--- config.mk ---
export PLATFORM = sky130hd
export DESIGN_NAME = iir_cascade_tdm
export DESIGN_NICKNAME = d
export VERILOG_FILES = /design/src/rtl/iir_cascade_tdm.sv
export SDC_FILE = /design/constraint.sdc
export NUM_CORES = 2
export LEC_CHECK = 0
export ABC_AREA = 0
export CAP_MARGIN = 10
export CORE_MARGIN = 4
export CORE_UTILIZATION = 59
export DETAILED_ROUTE_END_ITERATION = 12
export GPL_TIMING_DRIVEN = 0
export PLACE_DENSITY = 0.77
export SYNTH_ARGS = -nofsm -noshare
export SYNTH_HDL_FRONTEND = slang
export SYNTH_SLANG_ARGS = --single-unit
--- constraint.sdc ---
create_clock -name inClock -period 13.1 [get_ports inClock]
set_input_delay 2.62 -clock inClock [delete_from_list [all_inputs] [get_ports inClock]]
set_output_delay 2.62 -clock inClock [all_outputs]
set_load 0.1 [all_outputs]
--- src/rtl/iir_cascade_tdm.sv ---
// Cascade of SECTIONS biquad sections sharing one multiplier in 3-cycle slots.
// Coefficients are loadable between samples; samples use a valid/ready handshake.
module iir_cascade_tdm #(
  parameter int WORD_SIZE  = 16,
  parameter int ACCUM_SIZE = 24,
  parameter int GUARD_BITS = 4,
  parameter int COEF_W     = 18,
  parameter int SECTIONS   = 4
) (
  input  logic                        inClock,
  input  logic                        reset,
  input  logic signed [WORD_SIZE-1:0] inData,
  input  logic                        inValid,
  output logic                        inReady,
  output logic signed [WORD_SIZE-1:0] outData,
  output logic                        outValid,
  input  logic                        stateClear,
  input  logic                        cfgWrite,
  input  logic [5:0]                  cfgAddr,
  input  logic [COEF_W-1:0]           cfgData,
  output logic                        cfgReady
);

  localparam int S      = ACCUM_SIZE - WORD_SIZE - GUARD_BITS;
  localparam int SUM_W  = ACCUM_SIZE + 2;
  localparam int PROD_W = COEF_W + ACCUM_SIZE;
  localparam int FRAC   = COEF_W - 2;
  localparam int ROUND  = 1 << (S - 1);
  localparam logic [3:0] LAST_K     = 4'(SECTIONS - 1);
  localparam logic [5:0] CTRL_RESET = 6'b100000;

  typedef enum logic [1:0] {IDLE, RUN, OUT} state_t;

  state_t                         state;
  logic [3:0]                     k_reg;
  logic [1:0]                     phase_reg;
  logic signed [ACCUM_SIZE-1:0]   x_reg;
  logic signed [ACCUM_SIZE-1:0]   w_reg;
  logic signed [SUM_W-1:0]        acc_reg;
  logic                           clear_pend_reg;
  logic                           pend_valid_reg;
  logic [5:0]                     pend_addr_reg;
  logic [COEF_W-1:0]              pend_data_reg;

  logic signed [COEF_W-1:0]       a1_all [SECTIONS];
  logic signed [COEF_W-1:0]       a2_all [SECTIONS];
  logic signed [COEF_W-1:0]       b1_all [SECTIONS];
  logic [5:0]                     ctrl_all [SECTIONS];
  logic signed [ACCUM_SIZE-1:0]   w1_all [SECTIONS];
  logic signed [ACCUM_SIZE-1:0]   w2_all [SECTIONS];

  logic signed [COEF_W-1:0]       sel_a1, sel_a2, sel_b1;
  logic [5:0]                     sel_ctrl;
  logic signed [ACCUM_SIZE-1:0]   sel_w1, sel_w2;

  logic signed [COEF_W-1:0]       mul_coef;
  logic signed [ACCUM_SIZE-1:0]   mul_state;
  logic signed [PROD_W-1:0]       prod;
  logic signed [SUM_W-1:0]        prod_sh;

  logic signed [ACCUM_SIZE-1:0]   xs;
  logic signed [SUM_W-1:0]        xs_ext, w_ext, w2_ext;
  logic signed [SUM_W-1:0]        acc_next, w_sum, y_sum;
  logic signed [ACCUM_SIZE-1:0]   w_sat, y_sat;

  logic signed [ACCUM_SIZE:0]     out_sum, out_sh;
  logic signed [WORD_SIZE-1:0]    out_word;

  logic                           wr_direct, wr_commit, wr_en, clr_now;
  logic [5:0]                     wr_addr;
  logic [COEF_W-1:0]              wr_data;

  function automatic logic signed [ACCUM_SIZE-1:0] sat_acc(input logic signed [SUM_W-1:0] v);
    if (&v[SUM_W-1:ACCUM_SIZE-1] || ~|v[SUM_W-1:ACCUM_SIZE-1])
      return v[ACCUM_SIZE-1:0];
    else if (v[SUM_W-1])
      return {1'b1, {(ACCUM_SIZE-1){1'b0}}};
    else
      return {1'b0, {(ACCUM_SIZE-1){1'b1}}};
  endfunction

  assign inReady  = (state == IDLE);
  assign cfgReady = (state == IDLE);

  // A write arriving together with an accepted sample is parked until that
  // sample has left, so the sample still runs on the old coefficients.
  assign wr_direct = (state == IDLE) && cfgWrite && !inValid;
  assign wr_commit = (state == OUT) && pend_valid_reg;
  assign wr_en     = wr_direct || wr_commit;
  assign wr_addr   = wr_commit ? pend_addr_reg : cfgAddr;
  assign wr_data   = wr_commit ? pend_data_reg : cfgData;

  assign clr_now = ((state == IDLE) && stateClear) ||
                   ((state == OUT) && (clear_pend_reg || stateClear));

  genvar gi;
  generate
    for (gi = 0; gi < SECTIONS; gi++) begin : g_sec
      logic signed [COEF_W-1:0]     a1_reg, a2_reg, b1_reg;
      logic [5:0]                   ctrl_reg;
      logic signed [ACCUM_SIZE-1:0] w1_reg, w2_reg;
      logic                         sec_wr, sec_upd;

      assign sec_wr  = wr_en && (wr_addr[5:2] == 4'(gi));
      assign sec_upd = (state == RUN) && (phase_reg == 2'd2) &&
                       (k_reg == 4'(gi)) && !ctrl_reg[5];

      always_ff @(posedge inClock or negedge reset) begin
        if (!reset) begin
          a1_reg   <= '0;
          a2_reg   <= '0;
          b1_reg   <= '0;
          ctrl_reg <= CTRL_RESET;
          w1_reg   <= '0;
          w2_reg   <= '0;
        end else begin
          if (sec_wr) begin
            case (wr_addr[1:0])
              2'd0:    a1_reg   <= wr_data;
              2'd1:    a2_reg   <= wr_data;
              2'd2:    b1_reg   <= wr_data;
              default: ctrl_reg <= wr_data[5:0];
            endcase
          end
          if (clr_now) begin
            w1_reg <= '0;
            w2_reg <= '0;
          end else if (sec_upd) begin
            w2_reg <= w1_reg;
            w1_reg <= w_reg;
          end
        end
      end

      assign a1_all[gi]   = a1_reg;
      assign a2_all[gi]   = a2_reg;
      assign b1_all[gi]   = b1_reg;
      assign ctrl_all[gi] = ctrl_reg;
      assign w1_all[gi]   = w1_reg;
      assign w2_all[gi]   = w2_reg;
    end
  endgenerate

  always_comb begin
    sel_a1   = '0;
    sel_a2   = '0;
    sel_b1   = '0;
    sel_ctrl = CTRL_RESET;
    sel_w1   = '0;
    sel_w2   = '0;
    for (int i = 0; i < SECTIONS; i++) begin
      if (k_reg == 4'(i)) begin
        sel_a1   = a1_all[i];
        sel_a2   = a2_all[i];
        sel_b1   = b1_all[i];
        sel_ctrl = ctrl_all[i];
        sel_w1   = w1_all[i];
        sel_w2   = w2_all[i];
      end
    end
  end

  // The single shared multiplier: operands rotate with the phase.
  always_comb begin
    case (phase_reg)
      2'd0: begin
        mul_coef  = sel_a1;
        mul_state = sel_w1;
      end
      2'd1: begin
        mul_coef  = sel_a2;
        mul_state = sel_w2;
      end
      default: begin
        mul_coef  = sel_b1;
        mul_state = sel_w1;
      end
    endcase
  end

  assign prod    = mul_coef * mul_state;
  assign prod_sh = SUM_W'(prod >>> FRAC);

  assign xs     = x_reg >>> sel_ctrl[3:0];
  assign xs_ext = {{(SUM_W-ACCUM_SIZE){xs[ACCUM_SIZE-1]}}, xs};
  assign w_ext  = {{(SUM_W-ACCUM_SIZE){w_reg[ACCUM_SIZE-1]}}, w_reg};
  assign w2_ext = {{(SUM_W-ACCUM_SIZE){sel_w2[ACCUM_SIZE-1]}}, sel_w2};

  assign acc_next = xs_ext - prod_sh;
  assign w_sum    = acc_reg - prod_sh;
  assign w_sat    = sat_acc(w_sum);
  assign y_sum    = sel_ctrl[4] ? (w_ext + prod_sh - w2_ext) : (w_ext + prod_sh + w2_ext);
  assign y_sat    = sat_acc(y_sum);

  assign out_sum = {x_reg[ACCUM_SIZE-1], x_reg} + (ACCUM_SIZE+1)'(ROUND);
  assign out_sh  = out_sum >>> S;

  always_comb begin
    if (&out_sh[ACCUM_SIZE:WORD_SIZE-1] || ~|out_sh[ACCUM_SIZE:WORD_SIZE-1])
      out_word = out_sh[WORD_SIZE-1:0];
    else if (out_sh[ACCUM_SIZE])
      out_word = {1'b1, {(WORD_SIZE-1){1'b0}}};
    else
      out_word = {1'b0, {(WORD_SIZE-1){1'b1}}};
  end

  always_ff @(posedge inClock or negedge reset) begin
    if (!reset) begin
      state          <= IDLE;
      k_reg          <= '0;
      phase_reg      <= '0;
      x_reg          <= '0;
      w_reg          <= '0;
      acc_reg        <= '0;
      outData        <= '0;
      outValid       <= 1'b0;
      clear_pend_reg <= 1'b0;
      pend_valid_reg <= 1'b0;
      pend_addr_reg  <= '0;
      pend_data_reg  <= '0;
    end else begin
      outValid <= 1'b0;
      case (state)
        IDLE: begin
          if (inValid) begin
            x_reg     <= {{(ACCUM_SIZE-WORD_SIZE){inData[WORD_SIZE-1]}}, inData} << S;
            k_reg     <= '0;
            phase_reg <= '0;
            state     <= RUN;
            if (cfgWrite) begin
              pend_valid_reg <= 1'b1;
              pend_addr_reg  <= cfgAddr;
              pend_data_reg  <= cfgData;
            end
          end
        end
        RUN: begin
          if (stateClear)
            clear_pend_reg <= 1'b1;
          case (phase_reg)
            2'd0: begin
              acc_reg   <= acc_next;
              phase_reg <= 2'd1;
            end
            2'd1: begin
              w_reg     <= w_sat;
              phase_reg <= 2'd2;
            end
            default: begin
              phase_reg <= 2'd0;
              if (!sel_ctrl[5])
                x_reg <= y_sat;
              if (k_reg == LAST_K)
                state <= OUT;
              else
                k_reg <= k_reg + 4'd1;
            end
          endcase
        end
        OUT: begin
          outData        <= out_word;
          outValid       <= 1'b1;
          state          <= IDLE;
          clear_pend_reg <= 1'b0;
          pend_valid_reg <= 1'b0;
        end
        default: state <= IDLE;
      endcase
    end
  end

endmodule

==> results.json <==
{
  "synth_cell_types": 87,
  "setup_viol_count_final": 1,
  "antenna_left": 0,
  "worstSetupPathType": "reg -> reg",
  "cts_inserted_buffers": 58,
  "gp_congestion": 1.01,
  "grt_pass1_wl_um": 250000,
  "holdBufCountCts": 0,
  "hp-class": "reg -> reg",
  "rsz0062_at_grt": "yes",
  "fin_crit_ns": 13.16,
  "worst_slack_ns": -0.0589,
  "maxCapViolations": 2,
  "clkTransAtPathRegs_ns": 0.07,
  "worst_pin_slew_ns": 1.55,
  "cpLargestDelayFamily": "compound AO/OA/AOI/OAI gates",
  "synthCells": 5369,
  "violations": "max-capacitance violations, max-slew violations, negative setup slack",
  "fp.dieH_um": 288,
  "fin_skew_ns": 0.0924,
  "root_buffer": "clkbuf_16",
  "clk_latency_ns": 0.68,
  "worst-path-max-fanout": 10,
  "grt_pass1_vias": 42200,
  "htree_levels": 2,
  "detailed_place_hpwl_um": 122000,
  "maxSlewHeadroom": -0.0321,
  "netlist_area_sq_mm": 0.0464,
  "cp_slowest_cell": "fa_1",
  "startpoint_type": "register",
  "port_buffers": 63,
  "synth_fp_nets": 6050,
  "worstPathArrival_ns": 13.65,
  "vias": 43200,
  "critPathCaptureType": "register",
  "finalHoldViolCount": 0,
  "core_area_sq_mm": 0.0777,
  "yosysWarningCount": 0,
  "grt_overflow": 0,
  "synth-async-reset-ratio": 1.00,
  "path_buf_inv": 12,
  "drc_errors": 0,
  "fin_nets": 6340,
  "cts_max_path_buffers": 3,
  "wl_per_cell_um": 25.0,
  "status": "finished with violations",
  "synth_seq_cells": 557,
  "grt_antenna_before_repair": 8,
  "finalCritPeriodShare": 1.00,
  "syn2layout_area_growth_pct": 16.9,
  "cpPeakStageDelay_ns": 0.52,
  "required_ns": 13.59,
  "avgSynthCellArea_sq_um": 8.64,
  "totalWireLength_um": 169000,
  "place_inst": 6478,
  "dieArea_sq_mm": 0.0832,
  "synth-seq-area-share": 0.300,
  "synth_edf_count": 0,
  "viasPerCell": 6.40,
  "postLayoutCellArea_sq_mm": 0.0542,
  "cts_sinks": 557,
  "ioPinCount": 64,
  "final_cells": 6752,
  "drt-initial-drc-count": 6403,
  "synth_ff_type": "dfrtp_1",
  "grtUsageTotal": 0.397,
  "fp.dieW_um": 288,
  "fmax_mhz": 76.0,
  "num_rows": 102,
  "holdWs_ns": 0.469,
  "rrSetupSlack_ns": -0.06,
  "cts_tree": "yes",
  "grt_max_degree": 127,
  "first_pass_iters": 7,
  "initial_core_util": 0.597,
  "layout-drive-gt1-share": 0.126,
  "slew_violations": 10,
  "placed_area_sq_mm": 0.0485
}
==> metal layers <==
metal	vias up	routed length [um]	global-route usage
met5	-	153	0.00523
met4	16	11500	0.210
met3	769	25100	0.148
met2	3168	70700	0.575
met1	20900	61200	0.521
li1	18300	-	-
==> cell usage in the layout, fill, tap and decap left out, types with 34 or more instances in the layout <==
cell,n
nand2_1,957
dfrtp_1,551
a21oi_1,512
inv_1,512
nor2_1,469
fa_1,422
o21ai_0,217
ha_1,192
clkbuf_1,186
buf_4,172
xnor2_1,82
a221o_1,68
mux2i_1,68
clkbuf_16,65
xor2_1,63
clkdlybuf4s50_1,62
and2_1,55
a21o_1,54
o21ai_1,43
nor2b_1,41
o31ai_1,36
buf_6,35
nand3_1,35
o21ai_2,35
mux2_2,35
a221oi_1,34
==> cell usage after synthesis (11+ instances only) <==
cell        n  share of area
mux2_2     36         0.0087
inv_1     523          0.042
ha_1      208          0.056
o311ai_0   22         0.0042
o211ai_1   16         0.0026
or2_2      12         0.0016
mux2i_1    70          0.015
and2_1     56         0.0075
buf_2      14         0.0015
o31ai_1    38         0.0061
a22oi_1    13         0.0021
buf_6      11         0.0027
a221oi_1   42         0.0079
xnor2_1    92          0.017
a21o_1     54         0.0087
fa_1      428           0.18
a221o_1    68          0.015
nand2_1   969          0.078
nand4_1    16         0.0022
nor2b_1    42         0.0057
nor3_1     36         0.0039
a21boi_0   13         0.0021
nand3_1    38         0.0041
dfrtp_1   553           0.30
and3_1     26         0.0035
nand2b_1   29         0.0039
o21ai_0   282          0.030
a211oi_1   24         0.0039
o21bai_1   15         0.0024
nor2_1    492          0.040
buf_1      24         0.0019
xor2_1     70          0.013
o21ai_1    35         0.0038
a21oi_1   535          0.058
clkbuf_1  260          0.021
o21a_1     46         0.0074
nand3b_1   11         0.0018
a31oi_1    22         0.0030
==> final timing paths <==
path / start / to / cells past startpoint
worst min-delay path: g_sec[3].w1_reg[13]$_DFFE_PN0P_ / g_sec[3].w2_reg[13]$_DFFE_PN0P_ / 2
max in group asynchronous: reset / g_sec[3].w1_reg[13]$_DFFE_PN0P_ / 2
min in group asynchronous: reset / pend_addr_reg[4]$_DFFE_PN0P_ / 1
worst max-delay path: k_reg[1]$_DFFE_PN0P_ / x_reg[4]$_DFFE_PN0P_ / 59
worst max register to register: k_reg[1]$_DFFE_PN0P_ / x_reg[4]$_DFFE_PN0P_ / 59
worst min register to register: g_sec[3].w1_reg[13]$_DFFE_PN0P_ / g_sec[3].w2_reg[13]$_DFFE_PN0P_ / 2
==> worst reg2reg max path: cells and delay by family (launching register included) <==
family / cells / cell delay, ns
buffers and inverters: 12 / 1.44
flip-flops: 1 / 0.47
adder cells (fa/ha/maj): 10 / 3.74
AND/OR/NAND/NOR: 10 / 2.05
AO/OA/AOI/OAI: 24 / 4.87
XOR/XNOR: 3 / 0.43
==> metrics by stage <==
step / TNS (ns) / setup WS, ns / utilization
6_report: -0.0589 / -0.0589 / 0.698
4_1_cts: 0 / 0.00437 / 0.674
3_5_place_dp: -201.25 / -4.28 / 0.624
3_3_place_gp: -8754.00 / -15.51 / 0.622
5_1_grt: -7.22 / -0.336 / 0.698
2_1_floorplan: 0 / 0.160 / -
==> cell type report <==
type                       count  area (sq um)
multi-input combinational   3970         30600
fill                        5790         23500
sequential                   557         13900
timing repair buffer         244          2240
buffer                       305          2030
inverter                     523          1970
clock buffer                  87          1740
tap                         1040          1300
clock inverter                23           344
antenna                        3          7.51
==> cell families (layout without fill, tap and decap cells) <==
family | Yosys count | in the layout | synth area share
AND/OR/NAND/NOR | 1772 | 1772 | 0.160
other | 0 | 3 | 0
XOR/XNOR | 165 | 165 | 0.0316
multiplexers | 107 | 107 | 0.0243
AO/OA/AOI/OAI | 1290 | 1290 | 0.171
flip-flops | 557 | 557 | 0.300
adder cells (fa/ha/maj) | 636 | 636 | 0.241
buffers and inverters | 842 | 1182 | 0.0710
==> timing repair <==
item	in CTS	in global routing
resized for setup	362	347
pin swaps	34	124
endpoints found under the setup margin	68	48
gates cloned	0	4
buffers inserted	76	96
Power is left out: the tool's default activity adds up to more than one toggle a clock period on the data nets, which glitch-free logic cannot reach.
